### config.mk
export PLATFORM = sky130hd
export DESIGN_NAME = intc_arbiter
export DESIGN_NICKNAME = d
export VERILOG_FILES = /design/src/rtl/intc_arbiter.sv
export SDC_FILE = /design/constraint.sdc
export NUM_CORES = 1
export LEC_CHECK = 0
export ABC_AREA = 1
export BUFFER_PORTS_ARGS = -buffer_cell sky130_fd_sc_hd__clkbuf_2
export CAP_MARGIN = 20
export CORE_ASPECT_RATIO = 0.6
export CORE_MARGIN = 4
export CORE_UTILIZATION = 54
export DETAILED_ROUTE_END_ITERATION = 7
export HOLD_SLACK_MARGIN = 0.03
export PLACE_DENSITY = 0.83
export SYNTH_ARGS = -nofsm -noshare
export SYNTH_HDL_FRONTEND = slang
export SYNTH_SLANG_ARGS = --single-unit
### constraint.sdc
create_clock -name CLK -period 20.2 [get_ports CLK]
set_input_delay 1.01 -clock CLK [delete_from_list [all_inputs] [get_ports CLK]]
set_output_delay 1.01 -clock CLK [all_outputs]
set_load 0.005 [all_outputs]
### src/rtl/intc_arbiter.sv
// -----------------------------------------------------------------------------
// intc_arbiter
//   Priority arbiter and vector sequencer for the interrupt path. Selects one
//   winner among NMI and NSRC maskable sources against the CPU mask, offers it
//   to the CPU, obtains its vector (internal register or external VBUS fetch
//   with timeout), and returns a one-hot accept pulse on CPU acknowledge.
//
// Ports
//   CLK, RST_N, CE        clock, synchronous active-low reset, clock enable
//   NMI_REQ / NMI_ACK     unmaskable request (level F, vector 11) / accept pulse
//   SRC_IRQ/LVL/VEC/EXT   per-source request, level, internal vector, ext flag
//   SRC_ACK               one-hot accept pulse to the winning source
//   INT_MASK              CPU interrupt mask (SR.I3-0)
//   INT_REQ/LVL/VEC       interrupt offered to the CPU
//   VECT_REQ / VECT_WAIT  CPU vector request / stall while vector pending
//   INT_ACK               CPU has accepted the interrupt
//   VBUS_A/REQ/DI/WAIT    external vector fetch bus
//
// States
//   ST_IDLE   | arbitrating every CE cycle, nothing offered
//   ST_OFFER  | winner latched and offered, waiting for VECT_REQ
//   ST_VFETCH | external vector fetch in progress on VBUS
//   ST_VDONE  | vector valid, waiting for INT_ACK
// -----------------------------------------------------------------------------
module intc_arbiter #(
  parameter int         NSRC     = 16,
  parameter int         TO_CYC   = 255,
  parameter logic [7:0] SPUR_VEC = 8'd24
) (
  input  logic              CLK,
  input  logic              RST_N,
  input  logic              CE,
  input  logic              NMI_REQ,
  output logic              NMI_ACK,
  input  logic [NSRC-1:0]   SRC_IRQ,
  input  logic [4*NSRC-1:0] SRC_LVL,
  input  logic [8*NSRC-1:0] SRC_VEC,
  input  logic [NSRC-1:0]   SRC_EXT,
  output logic [NSRC-1:0]   SRC_ACK,
  input  logic [3:0]        INT_MASK,
  output logic              INT_REQ,
  output logic [3:0]        INT_LVL,
  output logic [7:0]        INT_VEC,
  input  logic              VECT_REQ,
  output logic              VECT_WAIT,
  input  logic              INT_ACK,
  output logic [3:0]        VBUS_A,
  output logic              VBUS_REQ,
  input  logic [7:0]        VBUS_DI,
  input  logic              VBUS_WAIT
);

  localparam int IDXW = (NSRC > 1) ? $clog2(NSRC) : 1;

  localparam logic [1:0] ST_IDLE   = 2'd0;
  localparam logic [1:0] ST_OFFER  = 2'd1;
  localparam logic [1:0] ST_VFETCH = 2'd2;
  localparam logic [1:0] ST_VDONE  = 2'd3;

  localparam logic [3:0] NMI_LVL = 4'hF;
  localparam logic [7:0] NMI_VEC = 8'd11;
  localparam logic [7:0] TO_CNT  = 8'(TO_CYC);

  logic [1:0]      state_q, state_d;
  logic [IDXW-1:0] idx_q, idx_d;
  logic            nmi_q, nmi_d;
  logic            ext_q, ext_d;
  logic [7:0]      vec_q, vec_d;
  logic [7:0]      cnt_q, cnt_d;
  logic            int_req_q, int_req_d;
  logic [3:0]      int_lvl_q, int_lvl_d;
  logic [7:0]      int_vec_q, int_vec_d;
  logic            vect_wait_q, vect_wait_d;
  logic            vbus_req_q, vbus_req_d;
  logic [3:0]      vbus_a_q, vbus_a_d;
  logic [NSRC-1:0] src_ack_q, src_ack_d;
  logic            nmi_ack_q, nmi_ack_d;

  logic            arb_found;
  logic [IDXW-1:0] arb_idx;
  logic [3:0]      arb_lvl;
  logic [7:0]      arb_vec;
  logic            arb_ext;

  // Strictly-greater compare keeps the lowest index on a level tie; starting
  // from level 0 also means a level-0 source can never win.
  always_comb begin
    arb_found = 1'b0;
    arb_idx   = '0;
    arb_lvl   = 4'd0;
    arb_vec   = 8'd0;
    arb_ext   = 1'b0;
    for (int i = 0; i < NSRC; i++) begin
      if (SRC_IRQ[i] && (SRC_LVL[4*i +: 4] > INT_MASK) &&
          (SRC_LVL[4*i +: 4] > arb_lvl)) begin
        arb_found = 1'b1;
        arb_idx   = IDXW'(i);
        arb_lvl   = SRC_LVL[4*i +: 4];
        arb_vec   = SRC_VEC[8*i +: 8];
        arb_ext   = SRC_EXT[i];
      end
    end
  end

  always_comb begin
    state_d     = state_q;
    idx_d       = idx_q;
    nmi_d       = nmi_q;
    ext_d       = ext_q;
    vec_d       = vec_q;
    cnt_d       = cnt_q;
    int_req_d   = int_req_q;
    int_lvl_d   = int_lvl_q;
    int_vec_d   = int_vec_q;
    vect_wait_d = vect_wait_q;
    vbus_req_d  = vbus_req_q;
    vbus_a_d    = vbus_a_q;
    src_ack_d   = src_ack_q;
    nmi_ack_d   = nmi_ack_q;

    if (CE) begin
      // accept pulses last exactly one CE cycle
      src_ack_d = '0;
      nmi_ack_d = 1'b0;

      case (state_q)
        ST_IDLE: begin
          if (NMI_REQ) begin
            nmi_d     = 1'b1;
            ext_d     = 1'b0;
            idx_d     = '0;
            vec_d     = NMI_VEC;
            int_lvl_d = NMI_LVL;
            int_vec_d = 8'd0;
            int_req_d = 1'b1;
            state_d   = ST_OFFER;
          end else if (arb_found) begin
            nmi_d     = 1'b0;
            ext_d     = arb_ext;
            idx_d     = arb_idx;
            vec_d     = arb_vec;
            int_lvl_d = arb_lvl;
            int_vec_d = 8'd0;
            int_req_d = 1'b1;
            state_d   = ST_OFFER;
          end
        end

        ST_OFFER: begin
          // VECT_REQ takes precedence over a same-cycle request withdrawal
          if (VECT_REQ) begin
            if (ext_q) begin
              vbus_req_d  = 1'b1;
              vbus_a_d    = int_lvl_q;
              vect_wait_d = 1'b1;
              cnt_d       = 8'd0;
              state_d     = ST_VFETCH;
            end else begin
              int_vec_d = vec_q;
              state_d   = ST_VDONE;
            end
          end else if (!nmi_q && !SRC_IRQ[idx_q]) begin
            int_req_d = 1'b0;
            state_d   = ST_IDLE;
          end
        end

        ST_VFETCH: begin
          // ready data wins even on the terminal-count cycle
          if (!VBUS_WAIT) begin
            int_vec_d   = VBUS_DI;
            vbus_req_d  = 1'b0;
            vect_wait_d = 1'b0;
            state_d     = ST_VDONE;
          end else if (cnt_q == TO_CNT) begin
            int_vec_d   = SPUR_VEC;
            vbus_req_d  = 1'b0;
            vect_wait_d = 1'b0;
            state_d     = ST_VDONE;
          end else begin
            cnt_d = cnt_q + 8'd1;
          end
        end

        ST_VDONE: begin
          if (INT_ACK) begin
            if (nmi_q) begin
              nmi_ack_d = 1'b1;
            end else begin
              src_ack_d = NSRC'(1) << idx_q;
            end
            int_req_d = 1'b0;
            state_d   = ST_IDLE;
          end
        end

        default: state_d = ST_IDLE;
      endcase
    end
  end

  always_ff @(posedge CLK) begin
    if (!RST_N) begin
      state_q     <= ST_IDLE;
      idx_q       <= '0;
      nmi_q       <= 1'b0;
      ext_q       <= 1'b0;
      vec_q       <= 8'd0;
      cnt_q       <= 8'd0;
      int_req_q   <= 1'b0;
      int_lvl_q   <= 4'd0;
      int_vec_q   <= 8'd0;
      vect_wait_q <= 1'b0;
      vbus_req_q  <= 1'b0;
      vbus_a_q    <= 4'd0;
      src_ack_q   <= '0;
      nmi_ack_q   <= 1'b0;
    end else begin
      state_q     <= state_d;
      idx_q       <= idx_d;
      nmi_q       <= nmi_d;
      ext_q       <= ext_d;
      vec_q       <= vec_d;
      cnt_q       <= cnt_d;
      int_req_q   <= int_req_d;
      int_lvl_q   <= int_lvl_d;
      int_vec_q   <= int_vec_d;
      vect_wait_q <= vect_wait_d;
      vbus_req_q  <= vbus_req_d;
      vbus_a_q    <= vbus_a_d;
      src_ack_q   <= src_ack_d;
      nmi_ack_q   <= nmi_ack_d;
    end
  end

  assign NMI_ACK   = nmi_ack_q;
  assign SRC_ACK   = src_ack_q;
  assign INT_REQ   = int_req_q;
  assign INT_LVL   = int_lvl_q;
  assign INT_VEC   = int_vec_q;
  assign VECT_WAIT = vect_wait_q;
  assign VBUS_A    = vbus_a_q;
  assign VBUS_REQ  = vbus_req_q;

endmodule

==> results of run 1 <==
[metal layers]
layer	wire [um]	part of all wire, %	up-vias	track usage, %
li1	-	-	5521	-
met1	14740	45	5089	45.48
met2	13660	42	587	47.89
met3	3810	12	44	7.457
met4	461	1.4	0	5.681
met5	0	0	-	0
[cells in the mapped netlist, types with 12 or more instances]
| library cell | n | area (um2) |
|---|---|---|
| o21ai_0 | 127 | 635.6 |
| inv_1 | 152 | 570.6 |
| nand3_1 | 178 | 890.9 |
| inv_2 | 14 | 52.55 |
| o21bai_1 | 13 | 97.59 |
| ha_1 | 104 | 1301 |
| nand2_2 | 66 | 412.9 |
| o211ai_1 | 34 | 255.2 |
| o21ai_1 | 12 | 60.06 |
| clkbuf_8 | 13 | 178.9 |
| nand4_1 | 34 | 212.7 |
| nor2_2 | 17 | 106.4 |
| clkbuf_1 | 12 | 45.04 |
| nor2_1 | 104 | 390.4 |
| nand2_4 | 27 | 304.0 |
| nand3_2 | 12 | 120.1 |
| nor2_4 | 13 | 146.4 |
| a21oi_1 | 90 | 450.4 |
| nand2_1 | 316 | 1186 |
| dfxtp_1 | 59 | 1181 |
[power breakdown]
part           total [W]  switching, W  internal, W
clock           0.000168     0.0000566     0.000111
sequential      0.000142     0.0000125     0.000129
combinational   0.000921      0.000591     0.000330
[logic make-up (layout without fill, tap and decap cells)]
logic type                 after synthesis  in the layout
AOI/OAI and AO/OA                      296            296
buffers and inverters                  220            490
adders and majority gates              104            104
and+or+nand+nor                        794            796
DFF                                     59             59
[flip-flops by register name, indices dropped and copies added (netlist names), named ones only]
register and cells:
NMI_ACK 1, cnt_q 8, ext_q 1, INT_LVL 4
INT_VEC 8, nmi_q 1, VBUS_REQ 1, SRC_ACK 16
INT_REQ 1, idx_q 4, state_q 1, vec_q 8
VBUS_A 4
[metrics by stage]
step / total power (W) / setup TNS, ps / instances / instance area [um2] / utilization (%)
after global routing: 0.001342 / -13.19 / 1973 / 11150 / 67.27
after floorplan: 0.0008263 / 0 / 1473 / 9300 / -
after detailed placement: 0.0009960 / -1393 / 1940 / 10580 / 63.85
after CTS: 0.001166 / 0 / 1956 / 10910 / 65.83
final: 0.001230 / 0 / 1973 / 11150 / 67.27
after global placement: 0.0009780 / 0 / 1940 / 10580 / 63.85
[cell type report]
class	count	share of cell area, %
clock inverter	6	0.7967
timing repair buffer	302	14.21
multi-input combinational	1196	63.82
clock buffer	10	2.143
sequential	59	10.59
inverter	172	5.880
tap	228	2.558
[worst max-delay path: cells and delay by family]
kind,cells,cell delay [ps]
AO/OA/AOI/OAI,24,4060
adder cells (fa/ha/maj),16,4820
buffers and inverters,23,1570
AND/OR/NAND/NOR,60,7410
[what timing repair did]
| item | in CTS | in global routing |
|---|---|---|
| gates resized for setup | 0 | 32 |
| setup buffers | 0 | 15 |
| setup endpoints to repair | 0 | 29 |
[worst max path at each step]
stage                     depth (start not counted)  slack (ps)                       to
after detailed placement                        111        -180  INT_VEC[7]$_SDFFE_PN0P_
after global routing                            133         -10    vec_q[2]$_SDFFE_PN0P_
after global placement                          111         270  INT_VEC[4]$_SDFFE_PN0P_
final                                           123        1450    vec_q[2]$_SDFFE_PN0P_
after CTS                                       111         100  INT_VEC[7]$_SDFFE_PN0P_
after floorplan                                 141        2430       ext_q$_SDFFE_PN0P_
==> summary.md, run 1 <==
| Metric | Value |
|---|---|
| Pwr Density | roughly 110 nW/um2 |
| Sequential-to-total area share from yosys stat | 12.70% |
| Mapped Cells | 1473 |
| Worst Clk Skew | ~8 ps |
| Layout area overhead | 19.90% |
| Main combinational cell family by area after synthesis | simple AND/OR/NAND/NOR gates |
| Slowest CP cell | o21ai_0 |
| Worst-Skew Late Latency | roughly 330 ps |
| Hold slack | roughly 460 ps |
| Reg2reg setup slack | 17400 ps |
| Critical path type | in2reg |
| Hold WC Path Type | reg2reg |
| Die area | about 19000 um2 |
| Compound-cell area share of the yosys netlist | 17.87% |
| Num Clock Sinks | slightly below 60 |
| Layout cells sized above 1 | 28.83% |
| FMAX | 0.05332 GHz |
| Max incr delay on CP | 430 ps |
| Layout fillers | approximately 1500 |
| Most common cell after layout, fill and taps aside | nand2_1 |
| Cell count of the worst reg-to-reg path | 14 |
| Leakage | around 5.9 nW |
| CTS root buf | clkbuf_16 |
| Arr. time, crit path | ~19000 ps |
| Pre-CTS setup slack | -180.8 ps |
| Via/cell ratio | ~5.7 |
| Startpoint types | primary input |
| CP required | between 20000 and 25000 ps |
| Final setup vio count | 0 |
| Routed WL per cell | around 17 um |
| Syn. warnings | 0 |
| Reg area | approximately 1200 um2 |
| Multi-input gate area | around 7000 um2 |
| WL final | approximately 33000 um |
| First-pass GRT wire length | 49650 um |
| Antenna violations before repair | 0 |
| Most frequent cells in the layout | nand2_1, clkbuf_2, nand3_1 |
| Area share of fa/ha/maj cells after synthesis | 13.99% |
| IO Port Bufs | around 280 |
| Area share of and/or/nand/nor cells after synthesis | ~43% |
| Mapped Area | between 9000 and 10000 um2 |
| Fin crit share | approximately 93% |
| Peak supply drop | ~0.000057 V |
| Cts hold-fix bufs | 0 |
| Largest net degree at the start of global routing | 38 |
| Post-synthesis mux area share | 0% |
| Max_cap viols | 0 |
| Hold Crit Start | SRC_ACK[6]$_SDFFE_PN0P_ |
| Worst Setup End Kind | flip-flop |
| Clock Pin Slew Worst Setup and Hold Paths | roughly 50 ps |
| # rows | 36 |
| Dpl hpwl | between 20000 and 30000 um |
| Routability cong. | 0.9884 |
| 1st-iter DRT viols | between 1000 and 1500 |
| Core area | between 15000 and 20000 um2 |
| DR vias | 11241 |
| CTS Buffer Depth | 2 |
| Vert. Die Dim | roughly 110 um |
| Post-synth EDFFs | 0 |
| Top_reg_cell synth | dfxtp_1 |
| Initial Util | 56.11% |
| Final hold vios | 0 |
| Mapped Nets | 1820 |
| Vias in the first global route | a little over 10000 |
| Mean post-synth cell area | 6.314 um2 |
| Slew headroom | around 22% |
| Measured slew at the worst slew-check pin | between 1000 and 1500 ps |
| Share of flip-flops with an asynchronous set or reset | 0% |
| Crit-path max FO | 29 |
| FF-to-FF End | cnt_q[6]$_SDFFE_PN0P_ |
| Status | completed |
| WHS Endpoint | SRC_ACK[6]$_SDFFE_PN0P_ |
| DR pass1 iterations | 6 |
| Total GRT Usage | about a third |
| Congestion Overflow GR | 0 |
| Worst Hold Depth | 2 |
| DIE WIDTH | approximately 180 um |
| XOR/XNOR Fraction of Synth Area | 0% |
| DRT antenna net count | 0 |
| Ant diodes | 0 |
| Inserted Clock Buffers | 9 |
| H-tree Lvls | 3 |
| Register bit total from synthesis | about 60 |
| Synth unique cells | 53 |
| CTS tree | done |
| Minimum clock period after layout | 18750 ps |
| DRC | 0 |
| Slew Viols, Final | 0 |
| Crit path launch | INT_MASK[3] |
| I/O pin cnt | between 200 and 300 |
| Number of nets in the layout | 2087 |
| Final worst setup slack | approximately 1400 ps |
No activity file was read; power rests on OpenSTA's default activity.
==> run 2, diff against run 1 <==
- ABC_AREA: 1 -> unset
- CORE_UTILIZATION: 54 -> 53
- CTS_BUF_LIST: unset -> sky130_fd_sc_hd__clkbuf_16
==> run 2 against run 1 <==
- via count is 9.7% higher
- power is 8.4% higher
- area after synthesis fell by 5.6%
- cell area increased by 17%
- the flow now finishes with violations (design-rule violations, negative setup slack)
- largest power group unchanged
- combinational power increased by 12%
- sequential power about the same
- clock power decreased by 2%
- count of clock-buffer cells in the layout decreased by 1
- sequential share of layout area down 1.5 points
==> summary.md, run 2 <==
| Metric | Value |
|---|---|
| Status | finished, violations left |
| Violated checks | design-rule violations, negative setup slack |
| Mean post-synth cell area | approximately 7.4 um2 |
| Worst Hold Depth | 2 |
| Area share of the largest cell type after synthesis | 14.83% |
| Leakage | 6.418 nW |
| Final hold vios | 0 |
| CTS Buffer Depth | 2 |
| Crit-path max FO | 6 |
| DIE WIDTH | roughly 170 um |
| Total GRT Usage | roughly two fifths |
| Pre-CTS setup slack | -3521 ps |
| Mapped Cells | 1184 |
| DRC | 2 |
| Unrepaired setup endpoints after global routing | yes |
| Arr. time, crit path | 23670 ps |
| IO Port Bufs | between 200 and 300 |
| Hold slack | approximately 460 ps |
| Most common cell after layout, fill and taps aside | clkbuf_2 |
| Cts hold-fix bufs | 0 |
| Vias in the first global route | 11485 |
| Initial Util | 54.13% |
| Congestion Overflow GR | 0 |
| # rows | 36 |
| Hold WC Path Type | reg2reg |
| FF-to-FF Start | state_q[0]$_SDFFE_PN0P_ |
| DR vias | ~12000 |
| Dpl hpwl | roughly 28000 um |
| Worst Clk Skew | ~6.3 ps |
| Syn. warnings | 0 |
| WL final | between 40000 and 50000 um |
| Pwr Density | ~100 nW/um2 |
| Commonest cells in the synthesized netlist | nand2_1, nor2_1, a21oi_1 |
| Via/cell ratio | between 6 and 7 |
| Share of flip-flops with an asynchronous set or reset | 0% |
| Mapped Area | approximately 8800 um2 |
| Core area | around 16000 um2 |
| Cell count of the worst reg-to-reg path | 8 |
| Flip-flop count of the largest register after layout | 16 |
| Top_reg_cell synth | dfxtp_1 |
| FF-to-FF End | cnt_q[5]$_SDFFE_PN0P_ |
| Hold Crit Start | INT_VEC[5]$_SDFFE_PN0P_ |
| 1st-iter DRT viols | between 1500 and 2000 |
| First-pass GRT wire length | around 59000 um |
| Vert. Die Dim | around 110 um |
| Worst-Skew Late Latency | around 340 ps |
| Num Clock Sinks | 59 |
| Routed WL per cell | 22.76 um |
| Max_cap viols | 0 |
| Slowest CP cell | a221oi_4 |
| Post-synth EDFFs | 0 |
| Sequential-to-total area share from yosys stat | between 10% and 20% |
| Ranking of synthesized cells by area | ha_1, dfxtp_1, mux2i_1, a21oi_1, nand2_1 |
| Die area | between 15000 and 20000 um2 |
| WHS Endpoint | INT_VEC[5]$_SDFFE_PN0P_ |
| Critical path type | in2reg |
| CTS tree | done |
| I/O pin cnt | between 200 and 300 |
| H-tree Lvls | 3 |
| DRT antenna net count | 0 |
| Most Frequent Cell on Critical Path | and2_4 |
| Most frequent cell after synthesis | nand2_1 |
| Most frequent cells in the layout | clkbuf_2, buf_4, nand2_1 |
| Measured slew at the worst slew-check pin | approximately 1100 ps |
| Antenna violations before repair | 5 |
| CP required | 20430 ps |
| Register bit total from synthesis | approximately 60 |
| Peak supply drop | between 0.00008 and 0.00009 V |
| Slew Viols, Final | 0 |
| Routability cong. | just under 1 |
| FMAX | 0.04268 GHz |
| Fin crit share | 116.0% |
| Startpoint types | primary input |
| Max incr delay on CP | slightly above 500 ps |
| CTS root buf | clkbuf_16 |
| Worst Setup End Kind | flip-flop |
| Layout cells sized above 1 | a little over two fifths |
| Clock Pin Slew Worst Setup and Hold Paths | ~60 ps |
| Synth unique cells | 99 |
| Reg2reg setup slack | about 17000 ps |
| DR pass1 iterations | 8 |
| Slew headroom | ~28% |
| Number of nets in the layout | between 1500 and 2000 |
| Layout area overhead | 48.41% |
| Largest net degree at the start of global routing | 34 |
| Inserted Clock Buffers | 9 |
| Final setup vio count | 29 |
| Layout fillers | ~990 |
| Minimum clock period after layout | approximately 23000 ps |
| Post-synth top area cell | ha_1 |
| Mapped Nets | approximately 1500 |
| Final worst setup slack | -3231 ps |
## run 2: cell types whose count changed in the layout (fill, tap and decap cells not counted), moves of 17 or more
cell and delta:
inv_1 -87, buf_4 +182, nand2_4 -18, mux2i_1 +71, nand3_1 -145, nand2_2 -57, nand2_1 -193, o21ai_0 -44
o211ai_1 -22, ha_1 -17, nor2b_1 +18
## run 2: cell families after synthesis
kind of cell	after synthesis	share of synthesized area, %
flip-flops	59	13.46
AND/OR/NAND/NOR	419	22.39
XOR/XNOR	20	1.996
multiplexers	101	12.66
AO/OA/AOI/OAI	347	27.98
buffers and inverters	129	6.073
adder cells (fa/ha/maj)	109	15.44
## run 2: area by class of cell
class	count	area (um2)	share of cell area (%)
Multi-Input combinational cell	996	7903	60.67
Tap cell	209	261.5	2.008
Clock inverter	7	82.58	0.6339
Inverter	76	291.5	2.238
Clock buffer	9	225.2	1.729
Timing Repair Buffer	496	3077	23.62
Antenna cell	2	5.005	0.03842
Sequential cell	59	1181	9.067
## run 2: timing repair
item,CTS,global route
gates resized for setup,56,71
setup buffers,39,30
pin swaps,68,52
setup endpoints to repair,29,29
cloned,1,0
## run 2: worst max-delay path by stage
stage,from,end,slack (ps)
5_1_grt,INT_MASK[1],INT_VEC[6]$_SDFFE_PN0P_,-3930
2_1_floorplan,INT_MASK[1],INT_VEC[0]$_SDFFE_PN0P_,-3470
3_5_place_dp,INT_MASK[1],ext_q$_SDFFE_PN0P_,-3520
4_1_cts,INT_MASK[1],INT_VEC[6]$_SDFFE_PN0P_,-2290
6_report,INT_MASK[1],INT_LVL[3]$_SDFFE_PN0P_,-3230
3_3_place_gp,INT_MASK[1],INT_VEC[5]$_SDFFE_PN0P_,-2420
## run 2: report_power, final
| group | leakage, nW | switching (W) | total, W | internal (W) |
|---|---|---|---|---|
| combinational | 5.79 | 0.000543 | 0.00103 | 0.000488 |
| clock | 0.154 | 0.0000575 | 0.000164 | 0.000106 |
| sequential | 0.478 | 0.0000141 | 0.000140 | 0.000126 |
## run 2: layer usage
layer  routed length, um  vias up  track usage [%]
met5                  23        -                0
met4                3186        4            17.17
met3                5639      364            8.951
met2               18000     1127            63.43
met1               15340     5546            47.90
li1                    -     5289                -
## run 2: worst max-delay path, delay by kind of cell
family                   cells  cell delay (ps)
XOR/XNOR                     1              100
AND/OR/NAND/NOR             32             4380
multiplexers                 8             2080
adder cells (fa/ha/maj)     17             4520
buffers and inverters       20             2090
AO/OA/AOI/OAI               49             9480
## run 2: per-stage QoR
stage | setup TNS [ps] | cells | utilization [%] | area [um2] | power (W)
after floorplan | -97810 | 1184 | - | 9121 | 0.0006571
after global placement | -68020 | 1767 | 71.64 | 11620 | 0.0009187
after detailed placement | -99220 | 1767 | 71.64 | 11620 | 0.0009496
final | -91440 | 1854 | 80.33 | 13030 | 0.001334
after CTS | -63960 | 1823 | 76.83 | 12460 | 0.001175
after global routing | -111290 | 1854 | 80.33 | 13030 | 0.001393
==> run 3, diff against run 2 <==
- CORE_UTILIZATION: 53 -> 55
- PLACE_DENSITY: 0.83 -> 0.85
- clock period: 20.2 -> 29.2 ns (I/O delays scaled with it)
==> run 3 against run 2 <==
- the flow now finishes without violations
- combinational power down 55%
- count of clock-buffer cells in the layout unchanged
- hold slack better by 0.88 ps
- worst setup slack better by 4900 ps
- via count down 15%
- global-route usage down 4.8 points
- utilization down 11 points
- sequential share of layout area up 1.9 points
- critical path depth down 2
- clock power down 38%
- largest cell class unchanged
- highest routed layer is now met4
==> summary.md, run 3 (same netlist as run 2, synthesis figures left out) <==
| Metric | Value |
|---|---|
| CTS tree | done |
| Routability cong. | 1.069 |
| Layout fillers | 1305 |
| Pwr Density | around 62 nW/um2 |
| First-pass GRT wire length | 49510 um |
| Most frequent cells in the layout | clkbuf_2, nand2_1, nor2_1 |
| CTS root buf | clkbuf_16 |
| Number of nets in the layout | between 1500 and 2000 |
| Startpoint types | primary input |
| Die area | roughly 18000 um2 |
| Ant diodes | 0 |
| I/O pin cnt | about 280 |
| Arr. time, crit path | 27770 ps |
| Hold WC Path Type | reg2reg |
| WL final | between 30000 and 40000 um |
| Clock Pin Slew Worst Setup and Hold Paths | 50 ps |
| Fin crit share | between 90% and 100% |
| Vert. Die Dim | 105.9 um |
| Non-filler cells in the finished layout | about 1700 |
| Dpl cells | approximately 1600 |
| DR vias | approximately 10000 |
| Measured slew at the worst slew-check pin | 965.9 ps |
| Max_cap viols | 0 |
| IO Port Bufs | about 280 |
| Inserted Clock Buffers | 9 |
| Dpl hpwl | between 20000 and 30000 um |
| FMAX | approximately 0.036 GHz |
| Via/cell ratio | approximately 6.3 |
| Slowest CP cell | a311o_1 |
| Num Clock Sinks | 59 |
| Max incr delay on CP | about 450 ps |
| Worst-Skew Late Latency | around 330 ps |
| Post-route cell area | about 11000 um2 |
| Antenna violations before repair | 0 |
| Congestion Overflow GR | 0 |
| Area after DPL | just over 10000 um2 |
| DRC | 0 |
| Vias in the first global route | roughly 9700 |
| Crit-path max FO | 26 |
| CTS Buffer Depth | 2 |
| Minimum clock period after layout | approximately 28000 ps |
| DRT antenna net count | 0 |
| DR pass1 iterations | 6 |
| Final setup vio count | 0 |
| Hold slack | 463.4 ps |
| 1st-iter DRT viols | roughly 1100 |
| # rows | 35 |
| DIE WIDTH | around 170 um |
| Most Frequent Cell on Critical Path | ha_1 |
| Layout area overhead | 22.20% |
| Slew headroom | roughly 36% |
| Total GRT Usage | 33.52% |
| Most common cell after layout, fill and taps aside | clkbuf_2 |
| Flip-flop count of the largest register after layout | 16 |
| Leakage | approximately 5.3 nW |
| Layout cells sized above 1 | 26.67% |
| Worst Clk Skew | between 3 and 4 ps |
| H-tree Lvls | 3 |
| Initial Util | between 50% and 60% |
| Cts hold-fix bufs | 0 |
| Routed WL per cell | a little under 20 um |
| Peak supply drop | 0.00003599 V |
| Final hold vios | 0 |
| Worst Setup End Kind | flip-flop |
| Status | completed |
| Core area | 15500 um2 |
| Slew Viols, Final | 0 |
| Critical path type | in2reg |
| Largest net degree at the start of global routing | 34 |
| CP required | about 29000 ps |
-- run 3: cell count changes in the layout (fill, tap and decap cells not counted), sizes merged --
| cell | delta |
|---|---|
| inv | +2 |
| buf | -193 |
| clkinv | -1 |
| clkbuf | +1 |
| bufinv | -1 |
| diode | -2 |
-- run 3: routing by layer --
metal  vias up  track usage (%)  share of wire [%]
li1       4899                -                  -
met4         0            8.027                2.7
met5         -                0                  0
met2       672            50.84                 42
met3        85            8.433                 12
met1      4782            47.51                 43
-- run 3: worst paths after layout --
check	from	endpoint	slack (ps)	cells past startpoint
max reg2reg	idx_q[0]$_SDFFE_PN0P_	state_q[0]$_SDFFE_PN0P_	26200	6
max	INT_MASK[3]	INT_VEC[2]$_SDFFE_PN0P_	1680	125
min reg2reg	INT_VEC[1]$_SDFFE_PN0P_	INT_VEC[1]$_SDFFE_PN0P_	460	2
min	INT_VEC[1]$_SDFFE_PN0P_	INT_VEC[1]$_SDFFE_PN0P_	460	2
-- run 3: cell type report --
| cell class | count | area (um2) | area share [%] |
|---|---|---|---|
| multi-input cells | 996 | 7133 | 66.51 |
| repair buffers | 304 | 1587 | 14.79 |
| flip-flops and latches | 59 | 1181 | 11.01 |
| inverters | 76 | 285.3 | 2.660 |
| well taps | 203 | 254.0 | 2.368 |
| clock buffers | 9 | 225.2 | 2.100 |
| clock inverters | 7 | 60.06 | 0.5600 |
-- run 3: stage by stage --
step	util [%]	TNS (ps)	power, W	worst slack [ps]
floorplan	-	0	0.0004254	3287
global placement	66.77	0	0.0005273	1489
detailed placement	66.77	0	0.0005388	429.9
CTS	68.61	0	0.0006419	662.8
global route	69.18	-13.59	0.0007146	-10.98
finish	69.18	0	0.0006650	1679
-- run 3: critical path, delay by kind of cell --
family | cells | cell delay (ps)
compound gates | 43 | 9500
fa+ha+maj | 17 | 4880
buf+inv | 20 | 2850
mux | 12 | 3480
simple gates | 33 | 5520
-- run 3: where the power goes --
group          total [W]  internal [W]  switching (W)
Combinational   0.000467      0.000192       0.000275
Sequential     0.0000956     0.0000872     0.00000840
Clock           0.000102     0.0000648      0.0000371
Total           0.000665      0.000344       0.000321
-- run 3: repair_timing --
item / CTS / global route
gates resized for setup: 0 / 13
endpoints found under the setup margin: 0 / 29
setup buffers: 0 / 3
hold endpoints to repair: 0 / 0
